## config.mk

```make
export PLATFORM = sky130hd
export DESIGN_NAME = ctrl_broadcast_flat
export DESIGN_NICKNAME = d
export VERILOG_FILES = /design/src/rtl/ctrl_broadcast_if.sv /design/src/rtl/ctrl_broadcast.sv /design/src/flat_wrapper.sv
export SDC_FILE = /design/constraint.sdc
export NUM_CORES = 1
export LEC_CHECK = 0
export ABC_AREA = 1
export BUFFER_PORTS_ARGS = -buffer_cell sky130_fd_sc_hd__buf_4
export CAP_MARGIN = 20
export CORE_ASPECT_RATIO = 0.5
export CORE_MARGIN = 4
export CORE_UTILIZATION = 45
export DETAILED_ROUTE_END_ITERATION = 10
export PLACE_DENSITY = 0.72
export SLEW_MARGIN = 40
export SYNTH_ARGS = -nofsm -noshare
export SYNTH_HDL_FRONTEND = slang
export SYNTH_SLANG_ARGS = --single-unit
```

## constraint.sdc

```tcl
create_clock -name clk -period 2.2 [get_ports clk]
set_input_delay 0.33 -clock clk [delete_from_list [all_inputs] [get_ports clk]]
set_output_delay 0.33 -clock clk [all_outputs]
set_load 0.01 [all_outputs]
```

## src/rtl/ctrl_broadcast_if.sv

```systemverilog
// rtl/ctrl_broadcast_if.sv - upstream word and per-lane handshake bundle for ctrl_broadcast
interface ctrl_broadcast_if #(
   parameter int DIMENSION            = 3,
   parameter int MATRIX_ELEMENT_WIDTH = 8
);
   logic [MATRIX_ELEMENT_WIDTH-1:0]           in_data;
   logic                                      in_valid;
   logic                                      in_ready;
   logic [DIMENSION-1:0]                      lane_enable;
   logic [0:DIMENSION*MATRIX_ELEMENT_WIDTH-1] out;
   logic [DIMENSION-1:0]                      out_valid;
   logic [DIMENSION-1:0]                      out_ready;

   modport master (
      output in_data, in_valid, lane_enable, out_ready,
      input  in_ready, out, out_valid
   );

   modport slave (
      input  in_data, in_valid, lane_enable, out_ready,
      output in_ready, out, out_valid
   );
endinterface

```

## src/rtl/ctrl_broadcast.sv

```systemverilog
// rtl/ctrl_broadcast.sv - broadcasts one control word to DIMENSION lanes, holding it until every enabled lane takes it
module ctrl_broadcast #(
   parameter int DIMENSION            = 3,
   parameter int MATRIX_ELEMENT_WIDTH = 8
) (
   input  logic              clk,
   input  logic              rst_n,
   ctrl_broadcast_if.slave   bus,
   output logic              busy,
   output logic              done,
   output logic [15:0]       bcast_cnt
);
   typedef enum logic {IDLE, BCAST} state_t;

   state_t                          state_q, state_d;
   logic [MATRIX_ELEMENT_WIDTH-1:0] data_q, data_d;
   logic [DIMENSION-1:0]            pending_q, pending_d;
   logic                            done_q, done_d;
   logic [15:0]                     bcast_cnt_q, bcast_cnt_d;

   logic [DIMENSION-1:0] pending_left;
   logic                 accept;
   logic                 complete_old;
   logic                 complete_new;
   logic [1:0]           n_complete;

   // Lanes still owed the word after this cycle's lane handshakes.
   assign pending_left = pending_q & ~bus.out_ready;
   assign bus.in_ready = (state_q == IDLE) || (pending_left == '0);
   assign accept       = bus.in_valid && bus.in_ready;

   always_comb begin
      state_d      = state_q;
      data_d       = data_q;
      pending_d    = pending_q;
      done_d       = 1'b0;
      complete_old = 1'b0;
      complete_new = 1'b0;

      if (state_q == BCAST) begin
         pending_d = pending_left;
         if (pending_left == '0) begin
            complete_old = 1'b1;
            state_d      = IDLE;
         end
      end

      if (accept) begin
         data_d    = bus.in_data;
         pending_d = bus.lane_enable;
         if (bus.lane_enable == '0) begin
            complete_new = 1'b1;
            state_d      = IDLE;
         end else begin
            state_d = BCAST;
         end
      end

      // A retiring broadcast and an empty-mask word can both complete on one edge.
      n_complete  = {1'b0, complete_old} + {1'b0, complete_new};
      done_d      = complete_old || complete_new;
      bcast_cnt_d = bcast_cnt_q + {14'd0, n_complete};
   end

   always_ff @(posedge clk or negedge rst_n) begin
      if (!rst_n) begin
         state_q     <= IDLE;
         data_q      <= '0;
         pending_q   <= '0;
         done_q      <= 1'b0;
         bcast_cnt_q <= 16'd0;
      end else begin
         state_q     <= state_d;
         data_q      <= data_d;
         pending_q   <= pending_d;
         done_q      <= done_d;
         bcast_cnt_q <= bcast_cnt_d;
      end
   end

   assign bus.out       = {DIMENSION{data_q}};
   assign bus.out_valid = pending_q;
   assign busy          = (state_q == BCAST);
   assign done          = done_q;
   assign bcast_cnt     = bcast_cnt_q;
endmodule

```

## src/flat_wrapper.sv

```systemverilog
// flat-port wrapper written by rule: the top's interface ports become plain ports
module ctrl_broadcast_flat 
#(
   parameter int DIMENSION            = 3,
   parameter int MATRIX_ELEMENT_WIDTH = 8
)
  (clk, rst_n, busy, done, bcast_cnt, bus_in_data, bus_in_valid, bus_lane_enable, bus_out_ready, bus_in_ready, bus_out, bus_out_valid);
  ctrl_broadcast_if #(.DIMENSION(DIMENSION), .MATRIX_ELEMENT_WIDTH(MATRIX_ELEMENT_WIDTH)) bus_i ();
  input  logic clk;
  input  logic rst_n;
  output logic busy;
  output logic done;
  output logic [15:0] bcast_cnt;
  input wire logic [$bits(bus_i.in_data)-1:0] bus_in_data;
  input wire logic [$bits(bus_i.in_valid)-1:0] bus_in_valid;
  input wire logic [$bits(bus_i.lane_enable)-1:0] bus_lane_enable;
  input wire logic [$bits(bus_i.out_ready)-1:0] bus_out_ready;
  output wire logic [$bits(bus_i.in_ready)-1:0] bus_in_ready;
  output wire logic [$bits(bus_i.out)-1:0] bus_out;
  output wire logic [$bits(bus_i.out_valid)-1:0] bus_out_valid;
  assign bus_i.in_data = bus_in_data;
  assign bus_i.in_valid = bus_in_valid;
  assign bus_i.lane_enable = bus_lane_enable;
  assign bus_i.out_ready = bus_out_ready;
  assign bus_in_ready = bus_i.in_ready;
  assign bus_out = bus_i.out;
  assign bus_out_valid = bus_i.out_valid;
  ctrl_broadcast #(.DIMENSION(DIMENSION), .MATRIX_ELEMENT_WIDTH(MATRIX_ELEMENT_WIDTH)) u_core (.clk(clk), .rst_n(rst_n), .bus(bus_i), .busy(busy), .done(done), .bcast_cnt(bcast_cnt));
endmodule
```

### Word level (Yosys, flattened, before mapping)

Index checks and enable logic that the tools add are counted.

| word-level totals | value |
|---|---|
| flip-flop bits (word level) | 29 |
| output and inout port bits | 46 |
| bits of input ports | 17 |
| logic and storage cells | 26 |

| cells by class | value |
|---|---|
| multiplexer cells | 10 |
| reductions and logical operators | 6 |
| bitwise gates (word level) | 3 |
| add/sub/neg operators | 2 |

Operators by type and width:

| kind | count |
|---|---|
| adder 16 x 2 -> 16 bit | 1 |
| 2-to-1 mux 1 bit | 8 |
| zero test 3 bit | 2 |
| 2-to-1 mux 3 bit | 2 |
| bitwise AND 3 bit | 1 |
| NOT 3 bit | 1 |
| adder 1 x 1 -> 2 bit | 1 |
| logical OR 1 bit | 2 |
| nonzero test 2 bit | 1 |
| logical AND 1 bit | 1 |
| NOT 1 bit | 1 |

### Longest topological paths before layout

Gate-level depths: netlist of the first run.

| logic depth | value |
|---|---|
| depth in word-level cells | 8 |
| mapped depth | 12 |
| depth with buffers taken out | 12 |

### Least setup slack after synthesis of the first run

Ideal clock, no wire load.

| timing | value |
|---|---|
| path type | reg2reg |
| start | register u_core.pending_q[0], in the netlist u_core.bus.out_valid[0] |
| end | register u_core.bcast_cnt_q[12], in the netlist u_core.bcast_cnt[12] |
| path slack | 321 ps |
| library setup time | 123 ps |
| period minus slack after synthesis | 1879 ps |
| arrival | 1756 ps |
| buffers on the path | 0 |
| data required time | 2077 ps |
| stages on the path, launching flop included | 12 |
| cell sequence | dfrtp_1 > nand2_1 > nand3_1 > nand2_1 > nand3_1 > inv_1 > fa_1 > ha_1 > inv_1 > nor2_1 > nand3_1 > xor2_1 |

| on the way | value |
|---|---|
| longest elaborated chain between the ends | 7 |
| elaborated cells on any way between the ends | 9 |
| classes of those cells | 2 x add/sub; 3 x mux; 1 x bitwise; 3 x reduce/logical |

RTL lines:

| what | line | text |
|---|---|---|
| from (decl) | ctrl_broadcast.sv:17 | `logic [DIMENSION-1:0] pending_q, pending_d;` |
| from (signal assigned) | ctrl_broadcast.sv:75 | `pending_q <= pending_d;` |
| bitwise AND 3 bit * | ctrl_broadcast.sv:28 | `assign pending_left = pending_q & ~bus.out_ready;` |
| zero test 3 bit * | ctrl_broadcast.sv:29, ctrl_broadcast.sv:42 |  |
| logical OR 1 bit | ctrl_broadcast.sv:29 | `assign bus.in_ready = (state_q == IDLE) \|\| (pending_left == '0);` |
| logical AND 1 bit | ctrl_broadcast.sv:30 | `assign accept = bus.in_valid && bus.in_ready;` |
| 2-to-1 mux 1 bit | ctrl_broadcast.sv:48 | `if (accept) begin` |
| adder 1 x 1 -> 2 bit * | ctrl_broadcast.sv:60 | `n_complete = {1'b0, complete_old} + {1'b0, complete_new};` |
| adder 16 x 2 -> 16 bit * | ctrl_broadcast.sv:62 | `bcast_cnt_d = bcast_cnt_q + {14'd0, n_complete};` |
| via u_core.bcast_cnt_d[12] | ctrl_broadcast.sv:19 | `logic [15:0] bcast_cnt_q, bcast_cnt_d;` |
| to (signal assigned) | ctrl_broadcast.sv:77 | `bcast_cnt_q <= bcast_cnt_d;` |
| to (decl) | ctrl_broadcast.sv:19 |  |

Mark *: on every way through the listed nets, which the timed path passes. The rest lies on a longest branch.
A chain may end at the register's enable or synchronous reset.

### Final worst setup path of the first run

| timing | value |
|---|---|
| start | register u_core.pending_q[1], in the netlist u_core.bus.out_valid[1] |
| end | register u_core.bcast_cnt_q[12], in the netlist u_core.bcast_cnt[12] |

Same word-level chain as after synthesis.

==> results of run 1 <==
==> sequential cells by signal, indices dropped and copies added, names as in the netlist <==
| signal | flops |
|---|---|
| u_core.done | 1 |
| u_core.bus.out_valid | 3 |
| u_core.bcast_cnt | 16 |
| u_core.data_q | 8 |
| u_core.busy | 1 |
==> per-stage QoR <==
step	power [mW]	worst slack [ns]	cell area (um2)	std cells	hold slack, ns
3_5_place_dp	1.41	0.179	1880	261	0.271
5_1_grt	2.02	0.0262	1990	270	0.275
4_1_cts	1.90	0.215	1990	270	0.272
3_3_place_gp	1.39	0.268	1880	261	0.271
2_1_floorplan	1.12	0.321	1490	176	0.0344
6_report	1.88	0.258	1990	270	0.281
==> logic make-up (layout without fill, tap and decap cells) <==
logic type               Yosys count  in the layout  synth area share
buffers and inverters             36             90             0.134
flip-flops                        29             29             0.488
adder cells (fa/ha/maj)            2              2            0.0219
AND/OR/NAND/NOR                   94             94             0.280
AO/OA/AOI/OAI                      5              5            0.0168
XOR/XNOR                          10             10            0.0589
==> layout make-up <==
type | count | area share
multi-input combinational | 111 | 0.283
inverter | 18 | 0.0339
sequential | 29 | 0.364
timing repair buffer | 64 | 0.242
clock buffer | 7 | 0.0484
clock inverter | 1 | 0.00251
tap | 40 | 0.0251
==> placed cells by master (no fill, tap or decap) <==
cell type	netlist	layout
nor3_2	1	1
nor3_1	1	1
nand2_1	51	51
fa_1	1	1
dfrtp_1	29	29
buf_4	17	63
xnor2_1	3	3
nor3b_4	1	1
inv_1	18	18
ha_2	0	1
dlygate4sd3_1	0	1
o21ai_1	1	1
clkbuf_8	0	7
nand3b_1	1	1
xor2_1	7	7
and2_1	2	2
nand4_1	1	1
o21ai_0	4	4
nand3_1	22	22
nand2_2	1	1
clkinv_2	0	1
nor2_1	13	13
==> cell usage after synthesis <==
cell       n  share of area
ha_1       1         0.0084
nor3_2     1         0.0067
xor2_1     7          0.041
nor3b_4    1          0.013
and2_1     2         0.0084
nor2_1    13          0.033
fa_1       1          0.013
nand2_2    1         0.0042
o21ai_0    4          0.013
o21ai_1    1         0.0034
buf_4     17          0.086
nor3_1     1         0.0034
nand2_1   51           0.13
nand3b_1   1         0.0051
clkbuf_1   1         0.0025
nand3_1   22          0.074
dfrtp_1   29           0.49
xnor2_1    3          0.018
nand4_1    1         0.0042
inv_1     18          0.045
==> worst min-delay path, cell delays in order <==
cell     delay (ns)
buf_4          0.08
nand3_1        0.06
nand2_1        0.06
==> worst paths after layout <==
check,endpoint,slack (ns),depth (start not counted)
worst max-delay path,u_core.bcast_cnt[12],0.26,11
worst min-delay path,u_core.data_q[0],0.28,3
worst max register to register,u_core.bcast_cnt[12],0.26,11
worst min register to register,u_core.bcast_cnt[15],0.52,2
max in group asynchronous,u_core.data_q[7],1.42,2
min in group asynchronous,u_core.bcast_cnt[5],0.51,2
==> power by group through the flow <==
stage               clock [mW]  combinational [mW]  sequential (mW)
detailed placement           0               0.633            0.774
floorplan                    0               0.316            0.809
global placement             0               0.622            0.771
finish                   0.480               0.630            0.767
CTS                      0.495               0.640            0.769
global route             0.532               0.695            0.788
==> what timing repair did <==
item / in CTS / in global routing
hold buffers: 1 / 0
setup buffers: 0 / 0
hold endpoints to repair: 29 / 0
setup endpoints to repair: 0 / 1
gates resized for setup: 0 / 1
==> layer usage <==
layer	part of all wire	wire [um]	up-vias
li1	-	-	637
met1	0.42	1390	595
met2	0.51	1700	36
met3	0.069	229	2
met4	0.0042	14	0
met5	0	0	-
==> flow_metrics.py, run 1 <==
metrics = {
    "power": {
        "ir_drop_uv": 719,
        "seqPwrFrac": 0.409,
        "p_int_mw": 1.25,
        "pwr-share-comb": 0.336,
        "p_sw_frac": 0.336,
        "pwr-share-clk": 0.256,
        "power.density_mw_per_mm2": 943,
        "power_leakage_nw": 1.09,
        "switchingPower_uw": 631,
    },
    "timing": {
        "slew_headroom": 0.758,
        "hold_viol_final": 0,
        "tightest_slew_ns": 0.363,
        "clock_skew_ns": 0.00253,
        "tns_ns": 0,
        "fin_crit_sh": 0.883,
        "fmax_mhz": 515,
        "rsz0062_at_grt": "no",
        "post-route-min-period_ns": 1.94,
        "setup_viol": 0,
        "slew_viol_final": 0,
    },
    "global_routing": {
        "track_usage": 0.171,
        "antenna_found_initial": 0,
        "use_met3": 0.0475,
        "gr-total-overflow": 0,
        "use_met2": 0.282,
        "grt_pass1_wl_mm": 5.80,
        "grt_start_max_net_pins": 30,
        "met1_usage": 0.217,
        "grt_busiest_layer": "met2",
        "grt_pass1_vias": 1226,
    },
    "clock_network": {
        "cts_buffers": 5,
        "cts_buffer_depth": 2,
        "cts_tree": "done",
        "clk_pin_slew_worst_paths_ns": 0.06,
        "root_buffer": "clkbuf_8",
        "cts_sinks": 29,
        "htreeDepth": 2,
        "clock_latency_ns": 0.28,
    },
    "run": {
        "timing.max_cap.violations": 0,
    },
    "setup_path": {
        "startpoint": "u_core.bus.out_valid[1]",
        "path_max_fanout": 4,
        "path_class": "reg -> reg",
        "cp_num_buf_inv": 2,
        "critPathMaxStageDelay_ns": 0.40,
        "critPathSlowestCell": "dfrtp_1",
        "cp_top_family": "simple AND/OR/NAND/NOR gates",
        "r2r_start": "u_core.bus.out_valid[1]",
        "worstPathCellList": "nand2_1 -> nand3_1 -> nand2_1 -> nand3_1 -> inv_1 -> fa_1 -> ha_2 -> inv_1 -> nor2_1 -> nand3_1 -> xor2_1",
        "crit_top_cell": "nand3_1",
        "critPathArrivalTime_ns": 2.11,
        "cp-end-kind": "flip-flop",
        "cp.required_ns": 2.36,
        "start_kind": "flip-flop",
    },
    "drt": {
        "wl_mm": 3.33,
        "firstDrtPassIters": 4,
        "drcViolationCount": 0,
        "wire_per_inst_um": 12.3,
        "vias": 1270,
        "ant_nets": 0,
        "viasPerCell": 4.70,
        "drtIter0Drc": 40,
    },
    "logic_synthesis": {
        "netlist-cell-type-count": 20,
        "syn-instance-count": 176,
        "yosysWarnings": 0,
        "syn_avg_cell_area_um2": 8.45,
        "ys_ff_latch": 29,
        "syn_area_mm2": 0.00149,
        "synth_nets": 195,
        "yosysSeqAreaShare": 0.488,
    },
    "die": {
        "rows": 14,
        "io_pins": 63,
        "initial_utilization": 0.482,
        "die_w_um": 89.3,
        "dieHeight_um": 48.6,
        "core_area_mm2": 0.00308,
        "dieArea_mm2": 0.00434,
    },
    "finish": {
        "syn2layout_area_growth_pct": 34.0,
        "diodes": 0,
        "nFillCells": 269,
        "layout-drive-gt1-share": 0.326,
        "final_core_util": 0.646,
        "multi_input_area_um2": 564,
        "nets": 248,
        "regArea_um2": 726,
    },
    "min_path": {
        "min_from": "bus_in_data[0]",
        "hold_path_class": "in -> reg",
    },
    "outcome": {
        "outcome": "completed",
    },
    "place": {
        "place.gp.congestion": 0.777,
        "dp_hpwl_mm": 2.54,
        "port_buffers": 62,
    },
}
Note: power is estimated with default switching activity, not from simulation.
==> run 2: changes to the inputs <==
Settings changed: CORE_UTILIZATION 45 to 40, CTS_CLUSTER_SIZE from default to 30, PLACE_DENSITY 0.72 to 0.65.
Clock period 2.2 ns to 1.9 ns, I/O delays scaled along.
==> flow_metrics.py, run 2 (synthesis results as in run 1) <==
metrics = {
    "drt": {
        "wire_per_inst_um": 12.1,
        "drcViolationCount": 0,
        "wl_mm": 3.48,
        "viasPerCell": 4.56,
        "drtIter0Drc": 24,
        "ant_nets": 0,
        "firstDrtPassIters": 4,
        "vias": 1308,
    },
    "min_path": {
        "hold_end": "u_core.data_q[5]",
        "min_from": "bus_in_data[5]",
        "worst_hold_path.num_cells": 3,
        "hold_path_class": "in -> reg",
    },
    "finish": {
        "multi_input_area_um2": 602,
        "layout_common_cells": "70 x buf_4, 46 x nand2_1, 29 x dfrtp_1",
        "nFillCells": 312,
        "layout-drive-gt1-share": 0.377,
        "largest_reg_flops": 16,
        "syn2layout_area_growth_pct": 40.0,
        "diodes": 0,
        "final_common_cell": "buf_4",
        "regArea_um2": 726,
        "stdcell_count": 287,
        "final_core_util": 0.593,
        "nets": 255,
    },
    "place": {
        "dp_slack_ns": -0.0776,
        "placed_cells": 276,
        "place.gp.congestion": 0.816,
        "port_buffers": 62,
        "dp_hpwl_mm": 2.65,
    },
    "setup_path": {
        "ff2ff_path_depth": 11,
        "critPathArrivalTime_ns": 1.99,
        "cp.required_ns": 2.09,
        "critPathSlowestCell": "fa_2",
        "cp-end-kind": "flip-flop",
        "reg2reg_to": "u_core.bcast_cnt[12]",
        "worstPathCellList": "nand2_2 -> nand3_1 -> nand2_2 -> nand3_2 -> inv_2 -> fa_2 -> ha_4 -> inv_1 -> nor2_4 -> nand3_1 -> xor2_1",
        "r2r_start": "u_core.bus.out_valid[1]",
        "start_kind": "flip-flop",
        "path_class": "reg -> reg",
        "cp_num_buf_inv": 2,
        "cp_top_family": "adder cells",
        "path_max_fanout": 4,
        "r2r_slack_ns": 0.1,
        "critPathMaxStageDelay_ns": 0.40,
    },
    "timing": {
        "tightest_slew_ns": 0.370,
        "slew_headroom": 0.753,
        "fin_crit_sh": 0.950,
        "setup_viol": 0,
        "post-route-min-period_ns": 1.80,
        "clock_skew_ns": 0.00679,
        "fin_ws_ns": 0.0958,
        "fmax_mhz": 554,
        "rsz0062_at_grt": "yes",
        "hold_viol_final": 0,
        "slew_viol_final": 0,
    },
    "clock_network": {
        "cts_buffer_depth": 2,
        "htreeDepth": 2,
        "clk_pin_slew_worst_paths_ns": 0.06,
        "cts_tree": "done",
        "cts_buffers": 5,
        "cts_sinks": 29,
        "root_buffer": "clkbuf_8",
        "clock_latency_ns": 0.27,
    },
    "die": {
        "initial_utilization": 0.424,
        "core_area_mm2": 0.00351,
        "dieArea_mm2": 0.00481,
        "rows": 15,
        "io_pins": 63,
        "die_w_um": 94.2,
        "dieHeight_um": 51.1,
    },
    "global_routing": {
        "track_usage": 0.146,
        "grt_pass1_vias": 1169,
        "gr-total-overflow": 0,
        "grt_start_max_net_pins": 30,
        "antenna_found_initial": 0,
        "grt_pass1_wl_mm": 5.39,
    },
    "outcome": {
        "outcome": "completed",
    },
    "run": {
        "timing.max_cap.violations": 0,
    },
    "power": {
        "ir_drop_uv": 553,
        "power_leakage_nw": 1.11,
        "power.density_mw_per_mm2": 1050,
    },
}
run 2: worst max path at each step:
stage,startpoint,end,slack (ns),depth (start not counted)
global placement,bus_lane_enable[1],u_core.bcast_cnt[12],0.008,10
global route,u_core.bus.out_valid[1],u_core.bcast_cnt[12],0.004,11
CTS,u_core.bus.out_valid[1],u_core.bcast_cnt[12],0.03,11
finish,u_core.bus.out_valid[1],u_core.bcast_cnt[12],0.1,11
floorplan,u_core.bus.out_valid[0],u_core.bcast_cnt[12],0.02,11
detailed placement,bus_lane_enable[1],u_core.bcast_cnt[12],-0.08,10
run 2: routing by layer:
layer / up-vias / part of all wire / track usage
met5: - / 0 / 0
li1: 656 / - / -
met1: 617 / 0.44 / 0.183
met4: 0 / 0 / 0.0288
met2: 35 / 0.51 / 0.246
met3: 0 / 0.054 / 0.0500
run 2: tightest hold or removal path, delay by kind of cell:
kind / cells / cell delay, ns
buf+inv: 1 / 0.08
simple gates: 2 / 0.12
run 2: power by group:
part	switching, mW	internal (mW)	total [mW]
logic	0.379	0.413	0.792
registers	0.149	0.746	0.895
clock network	0.215	0.287	0.501
run 2: repair_timing:
item / in CTS / in global routing
gates cloned: 0 / 0
setup endpoints to repair: 2 / 7
endpoints found under the hold margin: 29 / 0
buffers inserted: 0 / 3
hold buffers: 1 / 0
gates resized for setup: 3 / 9
pin swaps: 0 / 3
run 2: area by class of cell:
cell class                 count  area share
inverter                      18      0.0325
clock buffer                   7      0.0415
tap                           51      0.0307
sequential                    29       0.349
multi-input combinational    111       0.289
timing repair buffer          71       0.257
run 2: metrics by stage:
| stage | area [um2] | hold slack (ns) | power [mW] | setup TNS, ns |
|---|---|---|---|---|
| floorplan | 1490 | -0.0106 | 1.30 | 0 |
| global placement | 1920 | 0.231 | 1.63 | 0 |
| detailed placement | 1920 | 0.234 | 1.65 | -0.186 |
| CTS | 2030 | 0.243 | 2.18 | 0 |
| global route | 2080 | 0.245 | 2.31 | 0 |
| finish | 2080 | 0.250 | 2.19 | 0 |
